### config.mk
export PLATFORM = sky130hd
export DESIGN_NAME = board_cell_fetch
export DESIGN_NICKNAME = d
export VERILOG_FILES = /design/src/rtl/tetris_pkg.sv /design/src/rtl/cell_axis_counter.sv /design/src/rtl/board_cell_fetch.sv
export SDC_FILE = /design/constraint.sdc
export NUM_CORES = 1
export LEC_CHECK = 0
export CORE_UTILIZATION = 53
export CTS_BUF_LIST = sky130_fd_sc_hd__clkbuf_4 sky130_fd_sc_hd__clkbuf_8
export CTS_CLUSTER_DIAMETER = 100
export DETAILED_ROUTE_END_ITERATION = 10
export PLACE_DENSITY = 0.82
export RECOVER_POWER = 50
export SLEW_MARGIN = 20
export SYNTH_ARGS = -nofsm -noshare
export SYNTH_HDL_FRONTEND = slang
export SYNTH_SLANG_ARGS = --single-unit
### constraint.sdc
create_clock -name clk -period 4.55 [get_ports clk]
set_input_delay 0.91 -clock clk [delete_from_list [all_inputs] [get_ports clk]]
set_output_delay 0.91 -clock clk [all_outputs]
set_load 0.05 [all_outputs]
### src/rtl/tetris_pkg.sv
// Shared playfield definitions: board geometry, RAM address width and cell type codes.
// Used by the cell writer, the scan-side fetch and the type->RGB colour lookup.
// Pure declarations; no logic, no latency, no flow control.
package tetris_pkg;

  // Cell type field width and board geometry in cells
  localparam int CELL_W     = 3;
  localparam int BOARD_COLS = 10;
  localparam int BOARD_ROWS = 20;

  // Board RAM address width; BOARD_COLS*BOARD_ROWS-1 = 199 fits in 8 bits
  localparam int ADDR_W = 8;

  // Cell type codes as stored in the board RAM
  localparam logic [CELL_W-1:0] T_NONE   = 3'b000;
  localparam logic [CELL_W-1:0] T_CYAN   = 3'b001;
  localparam logic [CELL_W-1:0] T_BLUE   = 3'b010;
  localparam logic [CELL_W-1:0] T_YELLOW = 3'b011;
  localparam logic [CELL_W-1:0] T_GREEN  = 3'b100;
  localparam logic [CELL_W-1:0] T_PURPLE = 3'b101;
  localparam logic [CELL_W-1:0] T_RED    = 3'b110;
  localparam logic [CELL_W-1:0] T_ORANGE = 3'b111;

endpackage

### src/rtl/cell_axis_counter.sv
// Cell index / sub-cell pixel counter for one beam axis, with an optional running base (index*BASE_STEP).
// Zero latency: outputs are the updated values for the pixel currently presented; state registers them.
// No backpressure: advances whenever step is asserted while active.
module cell_axis_counter
  import tetris_pkg::*;
#(
  parameter int COUNT     = 10,
  parameter int CELL_LOG2 = 4,
  parameter int IDX_W     = $clog2(COUNT),
  parameter int BASE_W    = 8,
  parameter int BASE_STEP = 0
) (
  input  logic                 clk,
  input  logic                 rst_n,
  input  logic                 restart,
  input  logic                 step,
  input  logic                 clear,
  output logic [IDX_W-1:0]     idx,
  output logic [CELL_LOG2-1:0] sub,
  output logic                 active,
  output logic                 sub_zero,
  output logic [BASE_W-1:0]    base
);

  localparam logic [CELL_LOG2-1:0] SUB_MAX  = '1;
  localparam logic [CELL_LOG2-1:0] SUB_ONE  = CELL_LOG2'(1);
  localparam logic [IDX_W-1:0]     IDX_LAST = IDX_W'(COUNT - 1);
  localparam logic [IDX_W-1:0]     IDX_ONE  = IDX_W'(1);
  localparam logic [BASE_W-1:0]    BASE_INC = BASE_W'(BASE_STEP);

  logic [IDX_W-1:0]     idx_q, idx_n;
  logic [CELL_LOG2-1:0] sub_q, sub_n;
  logic                 act_q, act_n;
  logic [BASE_W-1:0]    base_q, base_n;

  // Next-state: restart wins, otherwise step through sub-pixels and cells; clear drops active last
  always_comb begin
    idx_n  = idx_q;
    sub_n  = sub_q;
    act_n  = act_q;
    base_n = base_q;
    if (restart) begin
      idx_n  = '0;
      sub_n  = '0;
      base_n = '0;
      act_n  = 1'b1;
    end else begin
      if (step && act_q) begin
        if (sub_q == SUB_MAX) begin
          sub_n = '0;
          // Leaving the last cell ends the active span; idx/base hold at the last cell
          if (idx_q == IDX_LAST) begin
            act_n = 1'b0;
          end else begin
            idx_n  = idx_q + IDX_ONE;
            base_n = base_q + BASE_INC;
          end
        end else begin
          sub_n = sub_q + SUB_ONE;
        end
      end
      if (clear) begin
        act_n = 1'b0;
      end
    end
  end

  // Axis state register
  always_ff @(posedge clk) begin
    if (!rst_n) begin
      idx_q  <= '0;
      sub_q  <= '0;
      act_q  <= 1'b0;
      base_q <= '0;
    end else begin
      idx_q  <= idx_n;
      sub_q  <= sub_n;
      act_q  <= act_n;
      base_q <= base_n;
    end
  end

  // Outputs describe the pixel being presented this cycle
  assign idx      = idx_n;
  assign sub      = sub_n;
  assign active   = act_n;
  assign sub_zero = (sub_n == '0);
  assign base     = base_n;

endmodule

### src/rtl/board_cell_fetch.sv
// Scan-side board reader: beam position -> board RAM address -> 3-bit cell type per pixel.
// Fixed 2-clk latency from (hpos,vpos,de) to (cell_type,in_board,de_out); rd_addr is same-cycle.
// No backpressure: the pipeline never stalls. Optional macro GRID_EN blanks cell edges to draw a 1-px grid.
module board_cell_fetch
  import tetris_pkg::*;
#(
  parameter int         COLS      = BOARD_COLS,
  parameter int         ROWS      = BOARD_ROWS,
  parameter int         CELL_LOG2 = 4,
  parameter logic [9:0] ORIGIN_X  = 10'd240,
  parameter logic [9:0] ORIGIN_Y  = 10'd80
) (
  input  logic              clk,
  input  logic              rst_n,
  input  logic [9:0]        hpos,
  input  logic [9:0]        vpos,
  input  logic              de,
  output logic [ADDR_W-1:0] rd_addr,
  input  logic [CELL_W-1:0] rd_data,
  output logic [CELL_W-1:0] cell_type,
  output logic              in_board,
  output logic              de_out
);

  localparam int COL_W = $clog2(COLS);
  localparam int ROW_W = $clog2(ROWS);

  // Stage 0: axis control decoded from the beam position
  logic line_start;
  logic x_restart;
  logic y_restart;

  assign line_start = (hpos == 10'd0);
  assign x_restart  = (hpos == ORIGIN_X);
  assign y_restart  = line_start && (vpos == ORIGIN_Y);

  logic [COL_W-1:0]     col_idx;
  logic [CELL_LOG2-1:0] subx;
  logic                 col_active;
  logic                 subx_zero;
  logic [ADDR_W-1:0]    col_base;

  logic [ROW_W-1:0]     row_idx;
  logic [CELL_LOG2-1:0] suby;
  logic                 row_active;
  logic                 suby_zero;
  logic [ADDR_W-1:0]    row_base;

  // Horizontal axis: starts at the board left edge, a new line always drops it
  cell_axis_counter #(
    .COUNT     (COLS),
    .CELL_LOG2 (CELL_LOG2),
    .IDX_W     (COL_W),
    .BASE_W    (ADDR_W),
    .BASE_STEP (0)
  ) u_xaxis (
    .clk      (clk),
    .rst_n    (rst_n),
    .restart  (x_restart),
    .step     (1'b1),
    .clear    (line_start),
    .idx      (col_idx),
    .sub      (subx),
    .active   (col_active),
    .sub_zero (subx_zero),
    .base     (col_base)
  );

  // Vertical axis: only moves at line start; row_base tracks row*COLS without a multiplier
  cell_axis_counter #(
    .COUNT     (ROWS),
    .CELL_LOG2 (CELL_LOG2),
    .IDX_W     (ROW_W),
    .BASE_W    (ADDR_W),
    .BASE_STEP (COLS)
  ) u_yaxis (
    .clk      (clk),
    .rst_n    (rst_n),
    .restart  (y_restart),
    .step     (line_start),
    .clear    (1'b0),
    .idx      (row_idx),
    .sub      (suby),
    .active   (row_active),
    .sub_zero (suby_zero),
    .base     (row_base)
  );

  // RAM address for the current pixel; held at 0 while in reset
  always_comb begin
    rd_addr = '0;
    if (rst_n) begin
      rd_addr = row_base + ADDR_W'(col_idx);
    end
  end

  // Stage-0 pixel flags travelling alongside the RAM read
  logic in0;
  logic grid0;

  assign in0   = de && row_active && col_active;
  assign grid0 = subx_zero || suby_zero;

  logic in_p;
  logic de_p;
  logic grid_p;

  // Stage 1: align pixel flags with the RAM read in flight
  always_ff @(posedge clk) begin
    if (!rst_n) begin
      in_p   <= 1'b0;
      de_p   <= 1'b0;
      grid_p <= 1'b0;
    end else begin
      in_p   <= in0;
      de_p   <= de;
      grid_p <= grid0;
    end
  end

  // Stage 2: register the cell type, zero outside the board (and on grid lines when enabled)
  always_ff @(posedge clk) begin
    if (!rst_n) begin
      cell_type <= T_NONE;
      in_board  <= 1'b0;
      de_out    <= 1'b0;
    end else begin
      in_board <= in_p;
      de_out   <= de_p;
`ifdef GRID_EN
      cell_type <= (in_p && !grid_p) ? rd_data : T_NONE;
`else
      cell_type <= in_p ? rd_data : T_NONE;
`endif
    end
  end

  // Counter outputs not needed by this reader
  logic unused_bits;
`ifdef GRID_EN
  assign unused_bits = ^{row_idx, subx, suby, col_base};
`else
  assign unused_bits = ^{row_idx, subx, suby, col_base, grid_p};
`endif

endmodule

After elaboration in Yosys (flattened, before gate mapping)
Cells that the tools add are included.
Cells by class
  reduce and logical (&&, ||, !) cells: 9
  $add $sub $neg: 6
  equal/unequal tests: 6
  muxes and demuxes: 20
  bitwise logic cells: 2
Operators by type and width (count)
  2-to-1 mux 8 bit: 5
  2-to-1 mux 4 bit: 6
  adder 4 x 1 -> 4 bit (second input constant): 3
  equality test 4 bit (second input constant): 3
  equality test 10 x 7 -> 1 bit (second input constant): 1
  equality test 10 x 8 -> 1 bit (second input constant): 1
  zero test 10 bit: 1
  2-to-1 mux 1 bit: 9
  adder 8 x 4 -> 8 bit: 1
  adder 8 x 4 -> 8 bit (second input constant): 1
  adder 5 x 1 -> 5 bit (second input constant): 1
  equality test 5 bit (second input constant): 1
  logical AND 1 bit: 4
  OR reduction 2 bit: 2
  AND reduction 3 bit: 1
  NOT 1 bit: 2
  AND reduction 2 bit: 1
Storage, ports and cells
  input port bits: 26
  register bits after elaboration: 34
  output and inout port bits: 13

Logic depth before layout (Yosys ltp)
  word-level depth: 7
  mapped depth: 14
  gate-level depth less buffers: 14

Modules after synthesis
A second synthesis with hierarchy kept.
Unflattened totals
  cell total of the unflattened synthesis: 264
  area, all modules: 2222.1 µm²
By module, submodules not included
  cell_axis_counter at u_yaxis: sequential area each 360.3 µm², area an instance 940.9 µm², instances 1, cells each 117
  cell_axis_counter at u_xaxis: sequential area each 340.3 µm², area an instance 760.7 µm², instances 1, cells each 86
  board_cell_fetch: sequential area each 140.1 µm², area an instance 520.5 µm², instances 1, cells each 61

Worst setup path before layout
Ideal clock, no wire load.
  kind: input to output
  from: input hpos[1]
  to: output rd_addr[7]
  arrival time: 3.851 ns
  setup slack: -0.211 ns
  stages on the path: 12
  cells stage by stage: nor4_4 > nand3_2 > buf_2 > nor2_2 > xnor2_1 > nor2_1 > ha_1 > a21o_1 > a21o_1 > a21o_1 > a31o_1 > a21oi_1
Between the ends
  word-level cells in the longest chain between the ends: 6
RTL lines
  from (decl): line board_cell_fetch.sv:15  | input logic [9:0] hpos,
  zero test 10 bit (*): line board_cell_fetch.sv:33  | assign line_start = (hpos == 10'd0);
  logical AND 1 bit: line cell_axis_counter.sv:48  | if (step && act_q) begin
  2-to-1 mux 8 bit: line cell_axis_counter.sv:48
  2-to-1 mux 8 bit (*): line cell_axis_counter.sv:42  | if (restart) begin
  named net row_base[1]: line board_cell_fetch.sv:47  | logic [ADDR_W-1:0] row_base;
  adder 8 x 4 -> 8 bit (*): line board_cell_fetch.sv:93  | rd_addr = row_base + ADDR_W'(col_idx);
  2-to-1 mux 8 bit (*): line board_cell_fetch.sv:92  | if (rst_n) begin
  to (decl): line board_cell_fetch.sv:18  | output logic [ADDR_W-1:0] rd_addr,
Mark *: on every way through the listed nets, which the timed path passes. The rest lies on a longest branch.

Final worst setup path
  from: input hpos[2]
  to: output rd_addr[6]
RTL lines
  equality test 10 x 8 -> 1 bit: line board_cell_fetch.sv:34  | assign x_restart = (hpos == ORIGIN_X);
  2-to-1 mux 4 bit: line cell_axis_counter.sv:42
  named net col_idx[0]: line board_cell_fetch.sv:37  | logic [COL_W-1:0] col_idx;
  adder 8 x 4 -> 8 bit: line board_cell_fetch.sv:93
  2-to-1 mux 8 bit: line board_cell_fetch.sv:92
The timed path passes the listed nets, and every way through them passes these cells.

==> results.toml <==
[status]
status = "complete, no violations"

[grt]
grt_use_met3_pct = 8.403
use_met2_pct = 50.62
overflow = 0
gr-max-usage-layer = "met2"
met1_usage_pct = 33.90
grt_usage_pct = 29.54
grt_pass1_wl_um = 7879
grt_pass1_vias = 1721
grt_max_degree = 15
grt_antenna_before_repair = 0

[yosys]
synth_seq_cells = 34
synth_cells = 210
synth-seq-area-share_pct = 36.68
syn-num-nets = 247
ys_warn_count = 0
synth-edff-count = 0
yosysUniqueCellTypes = 46
syn_area_um2 = 1856
synth_flop_cell = "dfxtp_1"
synth.avg_cell_area_um2 = 8.836
synthArstFlopShare_pct = 0

[floorplanning]
start_util_pct = 55.61
die_w_um = 61.17
rows = 21
die_h_um = 61.17
dieArea_um2 = 3742
core_um2 = 3337
pin_count = 39

[power_and_ir_drop]
power.leakage_nw = 1.222
power.density_nw_per_um2 = 225.9
vdd_drop_max_v = 0.0002035

[clocking]
cts_buffers = 5
cts_tree = "done"
root_buffer = "clkbuf_4"
worstSkewPairLatency_ns = 0.37
postCtsHoldBufs = 0
clockBufferDepth = 2
cts_max_level = 2
clock_sinks = 34
clk_pin_slew_ns = 0.11

[worst_setup_path]
r2r_cells = 6
cp_slowest_stage_delay_ns = 0.39
worstSetupStartpointType = "input pin"
r2r-start = "u_yaxis.sub_q[0]$_SDFFE_PP0N_"
r2r_setup_slack_ns = 2.56
cp.required_ns = 3.64
cp-end-kind = "primary output"
worstPathMaxFanout = 4
cp.arrival_ns = 3.60
crit_slowest_cell = "nor4_4"
crit_type = "input pin to primary output"
cpMostUsedCell = "a21o_1"
path_cells = "dlygate4sd2_1 -> nor4_4 -> buf_4 -> nand2_2 -> nor2_4 -> nor2_1 -> ha_2 -> fa_2 -> a21o_1 -> a21o_1 -> o21ai_2 -> a211oi_2 -> xor2_1 -> and2_4 -> buf_12"
r2r_end = "u_yaxis.base_q[4]$_SDFF_PN0_"

[cells_and_area]
antennaDiodeCount = 0
syn_to_final_growth_pct = 49.63
drive_above_1_share_pct = 25.09
final_util_pct = 83.20
finalNetCount = 315

[drt]
post-route-drc-count = 0
ant_nets = 0
via_per_inst = 5.695
num_vias = 1851
dr.pass1.iters = 5
wirelength_um = 5328
avgRoutedWirePerCell_um = 16.39
drt_iter0_drc = 79

[worst_hold_path]
hold_path_end = "de_out$_SDFF_PN0_"
worstHoldPathType = "register to register"
whs_path_depth = 1
hp-start = "de_p$_SDFF_PN0_"

[sta]
finalHoldViolations = 0
maxSlewHeadroom_pct = 66.25
final_max_slew_viol_count = 0
max_freq_mhz = 221.8
worst_pin_slew_ns = 0.5047
fin_skew_ns = 0.009406
setup_viol = 0
setup-tns-final_ns = 0
period_share_pct = 99.10
post-route-min-period_ns = 4.509

[run]
maxCapViolCount = 0

[placement]
gp_congestion = 0.8481
dp_hpwl_um = 3179
portBuffers = 38
-- power by group --
| part | internal (mW) | switching (mW) | total, mW | leakage, nW |
|---|---|---|---|---|
| Clock | 0.172 | 0.117 | 0.289 | 0.0554 |
| Combinational | 0.0219 | 0.0179 | 0.0397 | 0.892 |
| Sequential | 0.298 | 0.000228 | 0.299 | 0.274 |
-- worst max path at each step --
stage | start | endpoint | slack (ns)
final | hpos[2] | rd_addr[6] | 0.04
after global routing | hpos[2] | rd_addr[6] | -0.06
after CTS | vpos[5] | rd_addr[5] | 0.004
after detailed placement | hpos[1] | rd_addr[6] | -0.19
after global placement | hpos[1] | rd_addr[6] | -0.12
after floorplan | hpos[1] | rd_addr[7] | 0.05
-- cell type report --
cell class | instances | area [um^2]
Sequential cell | 34 | 680.7
Inverter | 2 | 7.507
Clock inverter | 3 | 68.82
Timing Repair Buffer | 66 | 684.4
Clock buffer | 5 | 37.54
Multi-Input combinational cell | 169 | 1240
Fill cell | 195 | 560.5
Tap cell | 46 | 57.56
-- critical path: cells and delay by family --
family / cells / cell delay [ns]
buffers and inverters: 3 / 0.59
adder cells (fa/ha/maj): 2 / 0.55
AO/OA/AOI/OAI: 4 / 0.47
AND/OR/NAND/NOR: 5 / 0.89
XOR/XNOR: 1 / 0.17
-- per-stage QoR --
| step | setup slack, ns | hold slack (ns) | cell area (um^2) | cells | power, mW |
|---|---|---|---|---|---|
| floorplan | 0.04749 | 0.4119 | 1862 | 210 | 0.3141 |
| global placement | -0.1212 | 0.4175 | 2475 | 306 | 0.3410 |
| detailed placement | -0.1879 | 0.4222 | 2475 | 306 | 0.3415 |
| CTS | 0.004022 | 0.4513 | 2679 | 318 | 0.6247 |
| global route | -0.06488 | 0.5056 | 2776 | 325 | 0.6413 |
| finish | 0.04110 | 0.4841 | 2776 | 325 | 0.6272 |
-- flip-flops by register name, indices dropped and copies added (netlist names) --
name            cells
cell_type           3
u_yaxis.base_q      8
u_yaxis.act_q       1
de_out              1
de_p                1
u_xaxis.act_q       1
in_board            1
u_yaxis.idx_q       5
in_p                1
u_yaxis.sub_q       4
u_xaxis.sub_q       4
u_xaxis.idx_q       4
-- cell families after synthesis --
family | share of synthesized area [%]
AO/OA/AOI/OAI | 12.88
adder cells (fa/ha/maj) | 7.822
multiplexers | 3.034
AND/OR/NAND/NOR | 30.55
buffers and inverters | 1.483
XOR/XNOR | 7.553
flip-flops | 36.68
-- synth_stat cells (4+ instances only) --
| cell type | count | area [um^2] |
|---|---|---|
| a21o_1 | 6 | 45.04 |
| a21oi_1 | 11 | 55.05 |
| and2_1 | 16 | 100.1 |
| and3_1 | 7 | 43.79 |
| clkbuf_1 | 4 | 15.01 |
| dfxtp_1 | 34 | 680.7 |
| ha_1 | 10 | 125.1 |
| nand2_1 | 15 | 56.30 |
| nand3_1 | 4 | 20.02 |
| nand4_1 | 5 | 31.28 |
| nor2_1 | 29 | 108.9 |
| o21ai_0 | 7 | 35.03 |
| xnor2_1 | 7 | 61.31 |
| xor2_1 | 9 | 78.83 |
-- placed cells by master (no fill, tap or decap), drive strengths merged, types with 3 or more instances in the layout --
cell type,n
nor3,3
nand3,6
buf,35
xor2,9
dlygate4sd2,6
clkbuf,6
dlymetal6s2s,9
a21oi,12
nand4,5
and3,7
a21o,6
and2,16
ha,10
xnor2,7
dfxtp,34
clkdlybuf4s50,14
o21ai,9
nor2,31
nor4,4
nand2,16
mux2i,3
-- layer usage --
metal / vias up / wire (um)
li1: 881 / -
met1: 869 / 2101
met2: 81 / 2678
met3: 20 / 380
met4: 0 / 167
met5: - / 0
-- timing repair --
item,CTS,global route
resized for setup,24,15
setup buffers,4,7
pin swaps,14,21
endpoints found under the setup margin,4,5
Power figures use the tool's default switching activity.
